**src/rtl/pb_seq_conditioner.sv**
```systemverilog
// pb_seq_conditioner: synchronises and debounces two board keys, then turns presses
// into one-cycle step pulses with auto-repeat and a both-keys lockout.
module pb_seq_conditioner #(
  parameter int unsigned DEBOUNCE_CYCLES = 1000000,
  parameter int unsigned REPEAT_DELAY    = 25000000,
  parameter int unsigned REPEAT_RATE     = 5000000,
  parameter bit          ACTIVE_LOW      = 1'b1
) (
  input  logic CLK_50,
  input  logic reset,
  input  logic key_up,
  input  logic key_dn,
  output logic pb_seq_up,
  output logic pb_seq_dn,
  output logic up_held,
  output logic dn_held
);

  localparam int unsigned DB_W    = $clog2(DEBOUNCE_CYCLES + 1);
  localparam int unsigned RPT_MAX = (REPEAT_DELAY > REPEAT_RATE) ? REPEAT_DELAY : REPEAT_RATE;
  localparam int unsigned RPT_W   = $clog2(RPT_MAX + 1);

  localparam logic [DB_W-1:0]  DB_LAST    = DB_W'(DEBOUNCE_CYCLES - 1);
  localparam logic [RPT_W-1:0] DELAY_LAST = RPT_W'(REPEAT_DELAY - 1);
  localparam logic [RPT_W-1:0] RATE_LAST  = RPT_W'(REPEAT_RATE - 1);
  localparam logic [1:0]       RAW_IDLE   = ACTIVE_LOW ? 2'b11 : 2'b00;

  typedef enum logic [1:0] {
    S_IDLE,
    S_DELAY,
    S_REPEAT,
    S_LOCKOUT
  } state_t;

  // Bit 0 is the up key, bit 1 the down key, throughout.
  logic [1:0]      w_raw;
  logic [1:0]      w_level;
  logic [1:0]      w_rise;
  logic [1:0]      r_sync1;
  logic [1:0]      r_sync2;
  logic [1:0]      r_deb;
  logic [1:0]      r_held;
  logic [1:0]      r_held_d;
  logic [DB_W-1:0] r_db_cnt [2];

  assign w_raw   = {key_dn, key_up};
  assign w_level = ACTIVE_LOW ? ~r_sync2 : r_sync2;
  assign w_rise  = r_held & ~r_held_d;

  always_ff @(posedge CLK_50) begin
    if (reset) begin
      // NOTE: every register here, including the counter array, is cleared explicitly so a
      // key held through reset is re-debounced from the released state.
      r_sync1  <= RAW_IDLE;
      r_sync2  <= RAW_IDLE;
      r_deb    <= '0;
      r_held   <= '0;
      r_held_d <= '0;
      for (int k = 0; k < 2; k++) r_db_cnt[k] <= '0;
    end else begin
      // NOTE: non-blocking assignments keep the synchroniser a true two-stage pipeline.
      r_sync1  <= w_raw;
      r_sync2  <= r_sync1;
      r_held   <= r_deb;
      r_held_d <= r_held;
      for (int k = 0; k < 2; k++) begin
        if (w_level[k] == r_deb[k]) begin
          r_db_cnt[k] <= '0;
        end else if (r_db_cnt[k] == DB_LAST) begin
          r_deb[k]    <= ~r_deb[k];
          r_db_cnt[k] <= '0;
        end else begin
          r_db_cnt[k] <= r_db_cnt[k] + DB_W'(1);
        end
      end
    end
  end

  state_t           r_state;
  state_t           w_state_nxt;
  logic [RPT_W-1:0] r_rpt_cnt;
  logic [RPT_W-1:0] w_rpt_nxt;
  logic [RPT_W-1:0] w_rpt_last;
  logic             r_active;
  logic             w_active_nxt;
  logic             w_act_held;
  logic             w_oth_held;
  logic             r_pulse_up;
  logic             r_pulse_dn;
  logic             w_pulse_up_nxt;
  logic             w_pulse_dn_nxt;

  // r_active: 0 = up key owns the repeat, 1 = down key.
  assign w_act_held = r_held[r_active];
  assign w_oth_held = r_held[~r_active];
  assign w_rpt_last = (r_state == S_DELAY) ? DELAY_LAST : RATE_LAST;

  always_ff @(posedge CLK_50) begin
    if (reset) begin
      r_state    <= S_IDLE;
      r_rpt_cnt  <= '0;
      r_active   <= 1'b0;
      r_pulse_up <= 1'b0;
      r_pulse_dn <= 1'b0;
    end else begin
      r_state    <= w_state_nxt;
      r_rpt_cnt  <= w_rpt_nxt;
      r_active   <= w_active_nxt;
      r_pulse_up <= w_pulse_up_nxt;
      r_pulse_dn <= w_pulse_dn_nxt;
    end
  end

  always_comb begin
    // NOTE: defaults first, so every path assigns every output and no latch is inferred.
    w_state_nxt    = r_state;
    w_rpt_nxt      = r_rpt_cnt;
    w_active_nxt   = r_active;
    w_pulse_up_nxt = 1'b0;
    w_pulse_dn_nxt = 1'b0;
    unique case (r_state)
      S_IDLE: begin
        if (r_held[0] && r_held[1]) begin
          w_state_nxt = S_LOCKOUT;
        end else if (w_rise[0] && !r_held[1]) begin
          w_pulse_up_nxt = 1'b1;
          w_active_nxt   = 1'b0;
          w_rpt_nxt      = '0;
          w_state_nxt    = S_DELAY;
        end else if (w_rise[1] && !r_held[0]) begin
          w_pulse_dn_nxt = 1'b1;
          w_active_nxt   = 1'b1;
          w_rpt_nxt      = '0;
          w_state_nxt    = S_DELAY;
        end
      end
      S_DELAY, S_REPEAT: begin
        // Release is tested before counter expiry so a release never yields a pulse.
        if (!w_act_held) begin
          w_rpt_nxt   = '0;
          w_state_nxt = S_IDLE;
        end else if (w_oth_held) begin
          w_rpt_nxt   = '0;
          w_state_nxt = S_LOCKOUT;
        end else if (r_rpt_cnt == w_rpt_last) begin
          w_pulse_up_nxt = ~r_active;
          w_pulse_dn_nxt = r_active;
          w_rpt_nxt      = '0;
          w_state_nxt    = S_REPEAT;
        end else begin
          w_rpt_nxt = r_rpt_cnt + RPT_W'(1);
        end
      end
      S_LOCKOUT: begin
        if (!r_held[0] && !r_held[1]) w_state_nxt = S_IDLE;
      end
      default: w_state_nxt = S_IDLE;
    endcase
  end

  assign pb_seq_up = r_pulse_up;
  assign pb_seq_dn = r_pulse_dn;
  assign up_held   = r_held[0];
  assign dn_held   = r_held[1];

endmodule

```
**config.mk**
```make
export PLATFORM = sky130hd
export DESIGN_NAME = pb_seq_conditioner
export DESIGN_NICKNAME = d
export VERILOG_FILES = /design/src/rtl/pb_seq_conditioner.sv
export SDC_FILE = /design/constraint.sdc
export NUM_CORES = 1
export LEC_CHECK = 0
export CAP_MARGIN = 20
export CORE_UTILIZATION = 55
export DETAILED_ROUTE_END_ITERATION = 6
export PLACE_DENSITY = 0.72
export SLEW_MARGIN = 15
export SYNTH_ARGS = -nofsm -noshare
export SYNTH_HDL_FRONTEND = slang
export SYNTH_SLANG_ARGS = --single-unit
```
**constraint.sdc**
```tcl
create_clock -name CLK_50 -period 4.4 [get_ports CLK_50]
set_clock_uncertainty 0.1 [all_clocks]
set_input_delay 0.88 -clock CLK_50 [delete_from_list [all_inputs] [get_ports CLK_50]]
set_output_delay 0.88 -clock CLK_50 [all_outputs]
set_load 0.03 [all_outputs]
```
==> results by group <==
Logic synthesis
  – Syn Area/Cell: 9.86 um^2
  – EDFF count, synth: 40
  – Synth Flop Type: edfxtp_1
  – Asr flop ratio synth: 0%
  – Seq cells post-synth: 80
  – Synth Warn #: 0
  – Post-Syn Area: 4200 um^2
  – Synthesized instance count: 426
  – Sequential cell area fraction in the yosys report: 47.6%
  – Synth cell types: 54

Critical path
  – Crit. End Element: flop
  – CP arrival: 2.65 ns
  – Crit start category: flop
  – Crit path max fanout: 20
  – Critical path type: reg2reg
  – R2R depth: 6
  – Worst Path Required: 4.39 ns
  – Setup slack, reg-to-reg: 1.74 ns

STA
  – Final setup fails: 0
  – Final hold viol count: 0
  – Highest Clock Rate: 376 MHz
  – Tcrit/Tclk final: 60.5%
  – Setup_tns: 0 ns
  – RSZ-0062 raised after global routing: no
  – Final slew viol count: 0
  – Minimum clock period after layout: 2.66 ns
  – Worst-Margin Slew: 0.887 ns
  – Max_slew headroom: 40.4%

Drt
  – Via density: 5.24
  – Vias post-DR: 2996
  – Routed Antenna Nets: 0
  – Final WL: 7.15 mm
  – DRT iter0 DRCs: 84
  – DRC Markers: 0
  – Wirelength per Cell: 12.5 um
  – DR pass1 iterations: 4

Power
  – P_leak: 1.63 nW
  – VDD IR max: 0.172 mV
  – Pwr Density: 313 nW/um^2
  – Total power: 0.00145 W

Global route
  – Met1 Track Usage GR: 25.1%
  – M3 GR Usage: 3.88%
  – GR Layer Usage met2: 32.3%
  – Largest net degree at the start of global routing: 25
  – Vias in the first global route: 2775
  – Global-route wire length before repair: 12.1 mm
  – Overall routing resource usage: 19.8%
  – Initial antenna violation count: 0
  – Total gr overflow: 0
  – GR peak layer: met2

Clocking
  – Htree depth: 3
  – Gates resized, CTS repair: 0
  – Worst-skew pair later-pin latency: 0.36 ns
  – Cts hold-fix bufs: 0
  – Worst-path clk slew: 0.09 ns
  – Clock Sinks: 80
  – CTS tree: yes
  – Post-CTS setup buffer count: 0
  – Clock buffer depth: 2
  – Number of CTS-inserted buffers: 9
  – CTS Root Cell: clkbuf_8

Place
  – Routability Congestion: 0.787
  – Area after DPL: 4460 um^2
  – Placed Cells: 556
  – DPL Wire Length: 5.03 mm
  – PortBufs: 7

Outcome
  – Status: complete, no violations

Layout
  – Post-route cell area: 4650 um^2
  – Fraction of layout cells with a size suffix above 1: 10.1%
  – Non-Filler Instances: 572
  – Diodes inserted: 0
  – Final #Nets: 479
  – Final Util: 63.5%
  – Layout overhead on the synthesized area: 10.8%

Floorplanning
  – Row cnt: 31
  – Die area: 7990 um^2
  – Width of the die: 89.4 um
  – I/O pin cnt: 8
  – Starting Density: 57.3%
  – Die H: 89.4 um
  – Core area: 7330 um^2

Job
  – Max Cap Violations: 0

Hold path
  – Hold Crit Class: reg2reg
  – Hold depth: 1
## Yosys cell counts, types with 9 or more instances
cell type  instances  share of area (%)
and3_1            12                1.8
dfxtp_1           40                 19
xnor2_1           16                3.3
nor2_2            10                1.5
nand3_1           22                2.6
nor2_1            60                5.4
nand4_1           25                3.7
o21ai_0            9                1.1
inv_1             11               0.98
nand2_1           30                2.7
edfxtp_1          40                 29
xor2_1            40                8.3
## cells in the final DEF, fill, tap and decap left out, drive strengths merged, types with 8 or more instances in the layout
master	count
nor2	70
xor2	40
dfxtp	40
edfxtp	40
conb	40
nand2	30
nand4	25
nand3	24
xnor2	16
inv	16
and3	13
clkbuf	10
o21ai	9
a21oi	8
nor4	8
## kinds of logic (layout without fill, tap and decap cells)
family | count (synthesis) | after routing | synth area share, %
and+or+nand+nor | 223 | 223 | 29.3
DFF | 80 | 80 | 47.6
buffers and inverters | 27 | 35 | 3.16
adders and majority gates | 7 | 7 | 2.08
AOI/OAI and AO/OA | 30 | 30 | 5.60
other | 1 | 40 | 0.0893
xor gates and xnor gates | 56 | 56 | 11.7
muxes | 2 | 2 | 0.476
## registers in the layout (all words and copies together) (netlist names)
name / cells
r_db_cnt: 40
r_rpt_cnt: 25
r_deb: 2
r_held: 2
r_held_d: 2
r_state: 2
r_sync1: 2
r_sync2: 2
pb_seq_dn: 1
pb_seq_up: 1
r_active: 1
## layer usage
layer / share of wire (%) / vias up
li1: - / 1552
met1: 49 / 1412
met2: 47 / 18
met3: 1.6 / 14
met4: 2.1 / 0
met5: 0 / -
## cell type report
cell class / instances / area (um^2)
flip-flops and latches: 80 / 2000
clock buffers: 10 / 149
clock inverters: 6 / 46.3
multi-input cells: 358 / 2210
well taps: 99 / 124
inverters: 11 / 41.3
repair buffers: 8 / 77.6
fillers: 638 / 2680
## power by group
| part | total [W] | switching (W) | internal [W] | leakage (nW) |
|---|---|---|---|---|
| clock | 0.000539 | 0.000292 | 0.000247 | 0.104 |
| sequential | 0.000820 | 0.0000203 | 0.000800 | 0.736 |
| combinational | 0.0000952 | 0.0000627 | 0.0000326 | 0.787 |
| total | 0.00145 | 0.000375 | 0.00108 | 1.63 |
## worst max-delay path: stages (launching register included)
cell and delay [ns]:
edfxtp_1 0.39, ha_1 0.21, and4_1 0.30, nand2_1 0.11, nor4_1 0.54, or3_1 0.61, nor2_1 0.12
## stage by stage
stage / worst slack, ns / hold WS [ns]
after floorplan: 2.27 / 0.289
final: 1.74 / 0.323
after global routing: 1.49 / 0.366
after detailed placement: 1.47 / 0.297
after global placement: 1.59 / 0.298
after CTS: 1.70 / 0.329
## path summary, 6_finish.rpt
check | from | end
worst max-delay path | r_db_cnt[0][0] | r_db_cnt[0][2]
worst min-delay path | r_sync1[1] | r_sync2[1]
worst max register to register | r_db_cnt[0][0] | r_db_cnt[0][2]
worst min register to register | r_sync1[1] | r_sync2[1]
Note: power is estimated with default switching activity, not from simulation.
